--- src/rtl/farm_pkg.sv ---
// Shared types for the farm memory-port arbiter and its tag FIFO.
package farm_pkg;

  // Which requester owns an in-flight memory transaction.
  typedef enum logic {
    OWN_IF,
    OWN_D
  } mem_owner_e;

  // Per-transaction tag: owner plus "discard the response" flag.
  typedef struct packed {
    mem_owner_e owner;
    logic       kill;
  } arb_tag_t;

  // Arbiter FSM: IDLE picks a winner, HOLD keeps it until the memory grants.
  typedef enum logic {
    ARB_IDLE,
    ARB_HOLD
  } arb_state_e;

endpackage

--- src/rtl/farm_arb_tagq.sv ---
// In-order tag FIFO for outstanding memory transactions, with a bulk kill
// that marks every queued fetch entry so its response is dropped.
module farm_arb_tagq
  import farm_pkg::*;
#(
  parameter int unsigned Depth = 2
) (
  input  logic     clk_i,
  input  logic     rst_ni,
  input  logic     push_i,
  input  arb_tag_t push_tag_i,
  input  logic     pop_i,
  input  logic     kill_if_i,
  output arb_tag_t head_o,
  output logic     full_o,
  output logic     empty_o
);

  localparam int unsigned PtrW = (Depth > 1) ? $clog2(Depth) : 1;
  localparam int unsigned CntW = $clog2(Depth + 1);

  arb_tag_t            mem_q [Depth];
  arb_tag_t            mem_d [Depth];
  logic [PtrW-1:0]     wr_ptr_q, wr_ptr_d;
  logic [PtrW-1:0]     rd_ptr_q, rd_ptr_d;
  logic [CntW-1:0]     cnt_q, cnt_d;
  logic                do_push, do_pop;

  function automatic logic [PtrW-1:0] ptr_inc(input logic [PtrW-1:0] p);
    return (p == PtrW'(Depth - 1)) ? '0 : p + 1'b1;
  endfunction

  assign full_o  = (cnt_q == CntW'(Depth));
  assign empty_o = (cnt_q == '0);
  assign do_pop  = pop_i && !empty_o;
  // A pop in the same cycle frees the slot the push needs.
  assign do_push = push_i && (!full_o || do_pop);

  // Head as seen this cycle, including a kill arriving in the same cycle.
  always_comb begin
    head_o = mem_q[rd_ptr_q];
    if (kill_if_i && (mem_q[rd_ptr_q].owner == OWN_IF)) begin
      head_o.kill = 1'b1;
    end
  end

  // Next-state: kill-mark fetch entries, then write the new tag and move pointers.
  always_comb begin
    for (int unsigned i = 0; i < Depth; i++) begin
      mem_d[i] = mem_q[i];
      if (kill_if_i && (mem_q[i].owner == OWN_IF)) begin
        mem_d[i].kill = 1'b1;
      end
    end
    wr_ptr_d = wr_ptr_q;
    rd_ptr_d = rd_ptr_q;
    cnt_d    = cnt_q;
    if (do_push) begin
      mem_d[wr_ptr_q] = push_tag_i;
      wr_ptr_d        = ptr_inc(wr_ptr_q);
    end
    if (do_pop) begin
      rd_ptr_d = ptr_inc(rd_ptr_q);
    end
    if (do_push && !do_pop) begin
      cnt_d = cnt_q + 1'b1;
    end else if (!do_push && do_pop) begin
      cnt_d = cnt_q - 1'b1;
    end
  end

  // FIFO state registers; reset drops every in-flight tag.
  always_ff @(posedge clk_i or negedge rst_ni) begin
    if (!rst_ni) begin
      for (int unsigned i = 0; i < Depth; i++) begin
        mem_q[i] <= '{owner: OWN_IF, kill: 1'b0};
      end
      wr_ptr_q <= '0;
      rd_ptr_q <= '0;
      cnt_q    <= '0;
    end else begin
      for (int unsigned i = 0; i < Depth; i++) begin
        mem_q[i] <= mem_d[i];
      end
      wr_ptr_q <= wr_ptr_d;
      rd_ptr_q <= rd_ptr_d;
      cnt_q    <= cnt_d;
    end
  end

endmodule

--- src/rtl/farm_mem_arb.sv ---
// Arbitrates the single memory port between instruction fetch and data
// load/store, tracks owners of in-flight requests and routes responses back.
module farm_mem_arb
  import farm_pkg::*;
#(
  parameter int unsigned AW         = 32,
  parameter int unsigned DW         = 32,
  parameter int unsigned MAX_OUTST  = 2,
  parameter int unsigned STARVE_LIM = 4
) (
  input  logic            clk_i,
  input  logic            rst_ni,
  input  logic            if_req_i,
  input  logic [AW-1:0]   if_addr_i,
  output logic            if_gnt_o,
  output logic            if_rvalid_o,
  output logic [DW-1:0]   if_rdata_o,
  input  logic            if_kill_i,
  input  logic            d_req_i,
  input  logic            d_we_i,
  input  logic [DW/8-1:0] d_be_i,
  input  logic [AW-1:0]   d_addr_i,
  input  logic [DW-1:0]   d_wdata_i,
  output logic            d_gnt_o,
  output logic            d_rvalid_o,
  output logic [DW-1:0]   d_rdata_o,
  output logic            m_req_o,
  output logic            m_we_o,
  output logic [DW/8-1:0] m_be_o,
  output logic [AW-1:0]   m_addr_o,
  output logic [DW-1:0]   m_wdata_o,
  input  logic            m_gnt_i,
  input  logic            m_rvalid_i,
  input  logic [DW-1:0]   m_rdata_i
);

  localparam int unsigned SW = $clog2(STARVE_LIM + 1);

  arb_state_e  state_q, state_d;
  mem_owner_e  owner_q, owner_d;
  logic [SW-1:0] starve_q, starve_d;

  mem_owner_e sel;
  logic       req;
  logic       gnt;
  logic       can_accept;
  arb_tag_t   push_tag;
  arb_tag_t   head;
  logic       tq_full, tq_empty;
  logic       pop;

  assign pop        = m_rvalid_i && !tq_empty;
  // A response popping this cycle frees a slot for a new grant.
  assign can_accept = !tq_full || pop;

  // Winner selection and FSM next-state.
  always_comb begin
    sel     = OWN_D;
    req     = 1'b0;
    state_d = state_q;
    owner_d = owner_q;
    case (state_q)
      ARB_IDLE: begin
        if (can_accept) begin
          if (d_req_i && (!if_req_i || (starve_q < SW'(STARVE_LIM)))) begin
            sel = OWN_D;
            req = 1'b1;
          end else if (if_req_i) begin
            sel = OWN_IF;
            req = 1'b1;
          end
        end
        if (req && !m_gnt_i) begin
          state_d = ARB_HOLD;
          owner_d = sel;
        end
      end
      ARB_HOLD: begin
        sel = owner_q;
        req = 1'b1;
        if (m_gnt_i) begin
          state_d = ARB_IDLE;
        end
      end
      default: state_d = ARB_IDLE;
    endcase
  end

  assign gnt      = req && m_gnt_i;
  assign if_gnt_o = gnt && (sel == OWN_IF);
  assign d_gnt_o  = gnt && (sel == OWN_D);

  // A held fetch granted during a redirect is still accepted but its data dropped.
  assign push_tag = '{owner: sel,
                      kill:  (state_q == ARB_HOLD) && (sel == OWN_IF) && if_kill_i};

  // Memory request fields, zero whenever no request is presented.
  always_comb begin
    m_req_o   = req;
    m_we_o    = 1'b0;
    m_be_o    = '0;
    m_addr_o  = '0;
    m_wdata_o = '0;
    if (req) begin
      if (sel == OWN_D) begin
        m_we_o    = d_we_i;
        m_be_o    = d_be_i;
        m_addr_o  = d_addr_i;
        m_wdata_o = d_wdata_i;
      end else begin
        m_be_o   = '1;
        m_addr_o = if_addr_i;
      end
    end
  end

  // Starvation counter: consecutive data grants while fetch is waiting.
  always_comb begin
    starve_d = starve_q;
    if (if_gnt_o || !if_req_i) begin
      starve_d = '0;
    end else if (d_gnt_o && (starve_q != SW'(STARVE_LIM))) begin
      starve_d = starve_q + 1'b1;
    end
  end

  // Response routing, combinational from m_rvalid.
  always_comb begin
    if_rvalid_o = pop && (head.owner == OWN_IF) && !head.kill;
    d_rvalid_o  = pop && (head.owner == OWN_D);
    if_rdata_o  = if_rvalid_o ? m_rdata_i : '0;
    d_rdata_o   = d_rvalid_o ? m_rdata_i : '0;
  end

  farm_arb_tagq #(
    .Depth(MAX_OUTST)
  ) u_tagq (
    .clk_i      (clk_i),
    .rst_ni     (rst_ni),
    .push_i     (gnt),
    .push_tag_i (push_tag),
    .pop_i      (m_rvalid_i),
    .kill_if_i  (if_kill_i),
    .head_o     (head),
    .full_o     (tq_full),
    .empty_o    (tq_empty)
  );

  // Arbiter state registers.
  always_ff @(posedge clk_i or negedge rst_ni) begin
    if (!rst_ni) begin
      state_q  <= ARB_IDLE;
      owner_q  <= OWN_IF;
      starve_q <= '0;
    end else begin
      state_q  <= state_d;
      owner_q  <= owner_d;
      starve_q <= starve_d;
    end
  end

`ifdef FARM_ARB_STRICT
  // Response with nothing outstanding is a memory protocol violation.
  always_ff @(posedge clk_i) begin
    if (rst_ni) begin
      assert (!(m_rvalid_i && tq_empty))
        else $error("farm_mem_arb: m_rvalid with empty tag FIFO");
    end
  end
`endif

endmodule

--- config.mk ---
export PLATFORM = sky130hd
export DESIGN_NAME = farm_mem_arb
export DESIGN_NICKNAME = d
export VERILOG_FILES = /design/src/rtl/farm_pkg.sv /design/src/rtl/farm_arb_tagq.sv /design/src/rtl/farm_mem_arb.sv
export SDC_FILE = /design/constraint.sdc
export NUM_CORES = 1
export LEC_CHECK = 0
export BUFFER_PORTS_ARGS = -buffer_cell sky130_fd_sc_hd__buf_2
export CORE_AREA = 2 2 108 110
export DETAILED_ROUTE_END_ITERATION = 8
export DIE_AREA = 0 0 110 112
export PLACE_DENSITY = 0.51
export SLEW_MARGIN = 25
export SYNTH_ARGS = -nofsm -noshare
export SYNTH_HDL_FRONTEND = slang
export SYNTH_HIERARCHICAL = 1
export SYNTH_SLANG_ARGS = --single-unit
--- constraint.sdc ---
create_clock -name clk_i -period 7 [get_ports clk_i]
set_input_delay 1.75 -clock clk_i [delete_from_list [all_inputs] [get_ports clk_i]]
set_output_delay 1.75 -clock clk_i [all_outputs]
set_load 0.005 [all_outputs]
==> Flow_metrics.wiki <==
{| class="wikitable"
! Metric !! Value
|-
| Setup repair after global routing missed its margin || false
|-
| Number of buffers between clock root and the deepest sink || 2
|-
| Library cell with the highest instance count after synthesis || sky130_fd_sc_hd__nor2b_1
|-
| MaxCap Viol Count || 0
|-
| Ranking of synthesized cells by area || sky130_fd_sc_hd__dfrtp_1 16%, sky130_fd_sc_hd__nor2b_1 12%, sky130_fd_sc_hd__and2_1 10%
|-
| Power density over cell area || 258 nW/um^2
|-
| Clock latency reported for the late side of the worst-skew pair || 0.24 ns
|-
| FF+latch count, synth || 13
|-
| Critical path cell sequence || buf_2, nand2b_1, a21o_2, clkinv_1, nand2_1, nor2_1, buf_2
|-
| Synth-to-layout area growth || 77.0%
|-
| Area after DPL || 3570 sq um
|-
| Die Outline Area || about 12000 sq um
|-
| Final count of pins violating max slew || 0
|-
| Starting DRC count in detailed routing || 158
|-
| Clock tree from TritonCTS || built
|-
| Setup skew after layout || 0.00774 ns
|-
| Timing-limited maximum frequency || 190 MHz
|-
| Maximum number of pins on one net before global-route repair || 36
|-
| Cell seen most often among critical-path stages || sky130_fd_sc_hd__buf_2
|-
| Top Family by Delay on Critical Path || buffers and inverters
|-
| Cell type with the highest aggregate area in the netlist || sky130_fd_sc_hd__dfrtp_1
|-
| Xor-xnor portion of the synthesized cell area || 0.0212
|-
| Total number of nets in the final design || about 720
|-
| Core outline area || 11200 sq um
|-
| Cells on Worst Hold Path || 1
|-
| Area share of the largest cell type after synthesis || 0.157
|-
| Height of the die || approximately 110 microns
|-
| Congestion Overflow GR || 0
|-
| Share of synthesized area spent on multiplexers || 0.0321
|-
| Horizontal die dimension || 110 microns
|-
| Number of I/O port buffers || 277
|-
| Simple-Gate Fraction of Synth Area || 0.462
|-
| Length in cells of the worst reg-to-reg path || 11
|-
| Critical path launch point type || input pin
|-
| Tcrit/Tclk final || 0.753
|-
| Worst reg2reg path startpoint || u_tagq/cnt_q[0]$_DFFE_PN0P_
|-
| Adder and majority cell fraction of the synthesized area || 0.0182
|-
| Total CTS buffers || 3
|-
| Per-instance average area after synthesis || 6.54 sq um
|-
| CTS root buf || sky130_fd_sc_hd__clkbuf_16
|-
| Setup slack on the worst flop-to-flop path || a little under 4 ns
|-
| Post-Synthesis Net Count || 459
|-
| Launch instance of the worst min-delay path || u_tagq/mem_q[3]$_DFFE_PN0P_
|-
| CP Buf/Inv Count || 3
|-
| Result of the run || complete, no violations
|-
| CTS Sinks || 13
|-
| Initial standard-cell utilization of the core || 0.185
|-
| Worst hold path type || reg2reg
|-
| Worst-Margin Slew || 0.666 ns
|-
| Share of the synthesized area in compound gates (AO/OA/AOI/OAI) || 0.230
|-
| Number of warning messages in the yosys log || 6
|-
| Number of top-level design ports || 278
|-
| Worst vdd ir || 0.000109 V
|-
| Setup_tns || 0 ns
|-
| Number of enable flip-flop cells after synthesis || 0
|-
| Post-Synthesis Cell Area || 2070 sq um
|-
| Distinct cell type count of the synthesized netlist || 37
|-
| Part of the Yosys area used for sequential elements || 0.157
|-
| Hold Violations, Final || 0
|-
| Final HPWL from detailed placement || 7.11 mm
|-
| Biggest fanout along the worst timing path || 35
|-
| Final ANT Viol Nets || 0
|-
| Crit path arrival time || 3.52 ns
|-
| Number of failing setup endpoints in the final timing report || 0
|-
| CP peak stage delay || 0.61 ns
|-
| Top flip-flop cell by instance count after synthesis || sky130_fd_sc_hd__dfrtp_1
|-
| Data required time at the worst endpoint || 5.25 ns
|-
| Endpoint of the worst-slack reg-to-reg timing path || u_tagq/cnt_q[1]$_DFFE_PN0P_
|-
| Post-CTS Repair Setup Buffers || 0
|-
| Total number of vias || 3208
|-
| CTS Hold Buffers Added || 0
|-
| Count of standard-cell rows || 39
|-
| Overall Global Routing Usage || 0.135
|-
| Gate count of the mapped netlist || between 300 and 400
|-
| Clock-pin slew of the registers on the worst-case setup and hold paths || 0.04 ns
|-
| Kind of end point of the critical path || output pin
|-
| Via density per instance || 4.47
|-
| Gates resized, CTS repair || 0
|-
| Class of the most critical setup path || in2out
|-
| Wire length of the first global-routing pass || 13.6 mm
|-
| Async set-or-reset flop fraction in the synthesized netlist || 1.00
|-
| Final wirelength || ~8.9 mm
|-
| Final weighted congestion in routability-driven placement || 0.731
|-
| DRC violations left || 0
|-
| Drt first pass iters || 4
|-
| Maximum level of the CTS H-tree || 1
|-
| Vias in the first global route || approximately 3000
|-
| WP depth || 7
|-
| Largest family of logic cells by synthesized area || simple AND/OR/NAND/NOR gates
|-
| Routed wirelength normalized by instance count || roughly 12 microns
|-
| Hold Crit Endpoint || u_tagq/mem_q[3]$_DFFE_PN0P_
|-
| Fraction of final layout cells sized beyond drive strength 1 || 0.518
|-
| Worst rel slew slack || 0.555
|-
| Worst path slowest cell || sky130_fd_sc_hd__a21o_2
|-
| Leakage power of the design || 2.21 nW
|-
| Area of all placed cells without fillers || 3660 sq um
|-
| Number of antenna violations at the first check in global routing || 2
|-
| Fin crit period || 5.27 ns
|-
| Leading cell types by count after synthesis || 39 x sky130_fd_sc_hd__nor2b_1, 36 x sky130_fd_sc_hd__a21oi_1, 34 x sky130_fd_sc_hd__and2_1
|}
[per-layer routing]
metal,up-vias,global-route usage,wire (microns)
li1,1605,-,-
met1,1445,0.150,3340
met2,152,0.265,4780
met3,4,0.0287,746
met4,2,0.0101,14
met5,-,0,13
[flip-flops by register name, indices dropped and copies added (netlist names)]
name / flops
u_tagq/mem_q: 4
starve_q: 3
u_tagq/cnt_q: 2
owner_q: 1
state_q: 1
u_tagq/rd_ptr_q: 1
u_tagq/wr_ptr_q: 1
[layout by cell type (no fill, tap or decap), types with 3 or more instances in the layout]
master / Yosys / final
sky130_fd_sc_hd__dfrtp_1: 13 / 13
sky130_fd_sc_hd__o21a_1: 4 / 4
sky130_fd_sc_hd__nand3_1: 33 / 33
sky130_fd_sc_hd__buf_2: 1 / 277
sky130_fd_sc_hd__o21ai_1: 2 / 3
sky130_fd_sc_hd__and3_1: 32 / 32
sky130_fd_sc_hd__buf_4: 0 / 6
sky130_fd_sc_hd__nor2_1: 7 / 7
sky130_fd_sc_hd__and2_1: 34 / 34
sky130_fd_sc_hd__ha_1: 3 / 3
sky130_fd_sc_hd__mux2i_1: 4 / 3
sky130_fd_sc_hd__xor2_1: 3 / 3
sky130_fd_sc_hd__a21oi_1: 36 / 36
sky130_fd_sc_hd__nand2_1: 9 / 9
sky130_fd_sc_hd__nor2b_1: 39 / 38
sky130_fd_sc_hd__clkbuf_16: 0 / 3
sky130_fd_sc_hd__o21ai_0: 33 / 32
sky130_fd_sc_hd__inv_1: 10 / 10
[cell families (layout without fill, tap and decap cells)]
kind of cell	after synthesis	after routing
other	0	1
AOI/OAI and AO/OA	85	85
buffers and inverters	41	298
and+or+nand+nor	163	163
muxes	6	6
xor gates and xnor gates	5	5
adders and majority gates	3	3
DFF	13	13
[layout make-up]
cell class	count	area, sq um
Timing Repair Buffer	283	1430
Clock buffer	4	78.8
Tap cell	143	179
Inverter	11	41.3
Fill cell	1198	7520
Antenna cell	1	2.50
Multi-Input combinational cell	262	1600
Sequential cell	13	325
[worst register-to-register path, cell delays in order, from the launching register on]
cell and delay [ns]:
sky130_fd_sc_hd__dfrtp_1 0.45, sky130_fd_sc_hd__nor2b_1 0.33, sky130_fd_sc_hd__nor2b_1 0.18, sky130_fd_sc_hd__a21o_2 0.56
sky130_fd_sc_hd__clkinv_1 0.43, sky130_fd_sc_hd__nand2_1 0.21, sky130_fd_sc_hd__inv_1 0.11, sky130_fd_sc_hd__nor2b_1 0.17
sky130_fd_sc_hd__ha_1 0.20, sky130_fd_sc_hd__xor2_1 0.14, sky130_fd_sc_hd__nor2_1 0.11, sky130_fd_sc_hd__xor2_1 0.14
[per-stage QoR]
stage / power, mW / setup WS (ns) / hold slack, ns / utilization / instances
final: 0.943 / 1.73 / 0.489 / 0.327 / 717
after global routing: 1.05 / 1.52 / 0.522 / 0.327 / 717
after CTS: 0.960 / 1.23 / 0.495 / 0.327 / 716
after detailed placement: 0.845 / 1.25 / 0.485 / 0.320 / 712
after global placement: 0.832 / 1.36 / 0.471 / 0.319 / 712
after floorplan: 0.534 / 2.49 / 0.458 / - / 316
[how the worst max path moves through the flow]
stage               start           to  slack, ns
2_1_floorplan  m_rvalid_i  m_addr_o[0]       2.49
3_3_place_gp   m_rvalid_i      d_gnt_o       1.36
3_5_place_dp   m_rvalid_i      d_gnt_o       1.25
4_1_cts        m_rvalid_i      d_gnt_o       1.23
5_1_grt        m_rvalid_i      d_gnt_o       1.52
6_report       m_rvalid_i      d_gnt_o       1.73
[power by group]
group	switching (mW)	total [mW]	internal (mW)
Combinational	0.370	0.697	0.326
Clock	0.0322	0.109	0.0769
Sequential	0.0317	0.137	0.105
Total	0.434	0.943	0.509
Power figures use the tool's default switching activity.
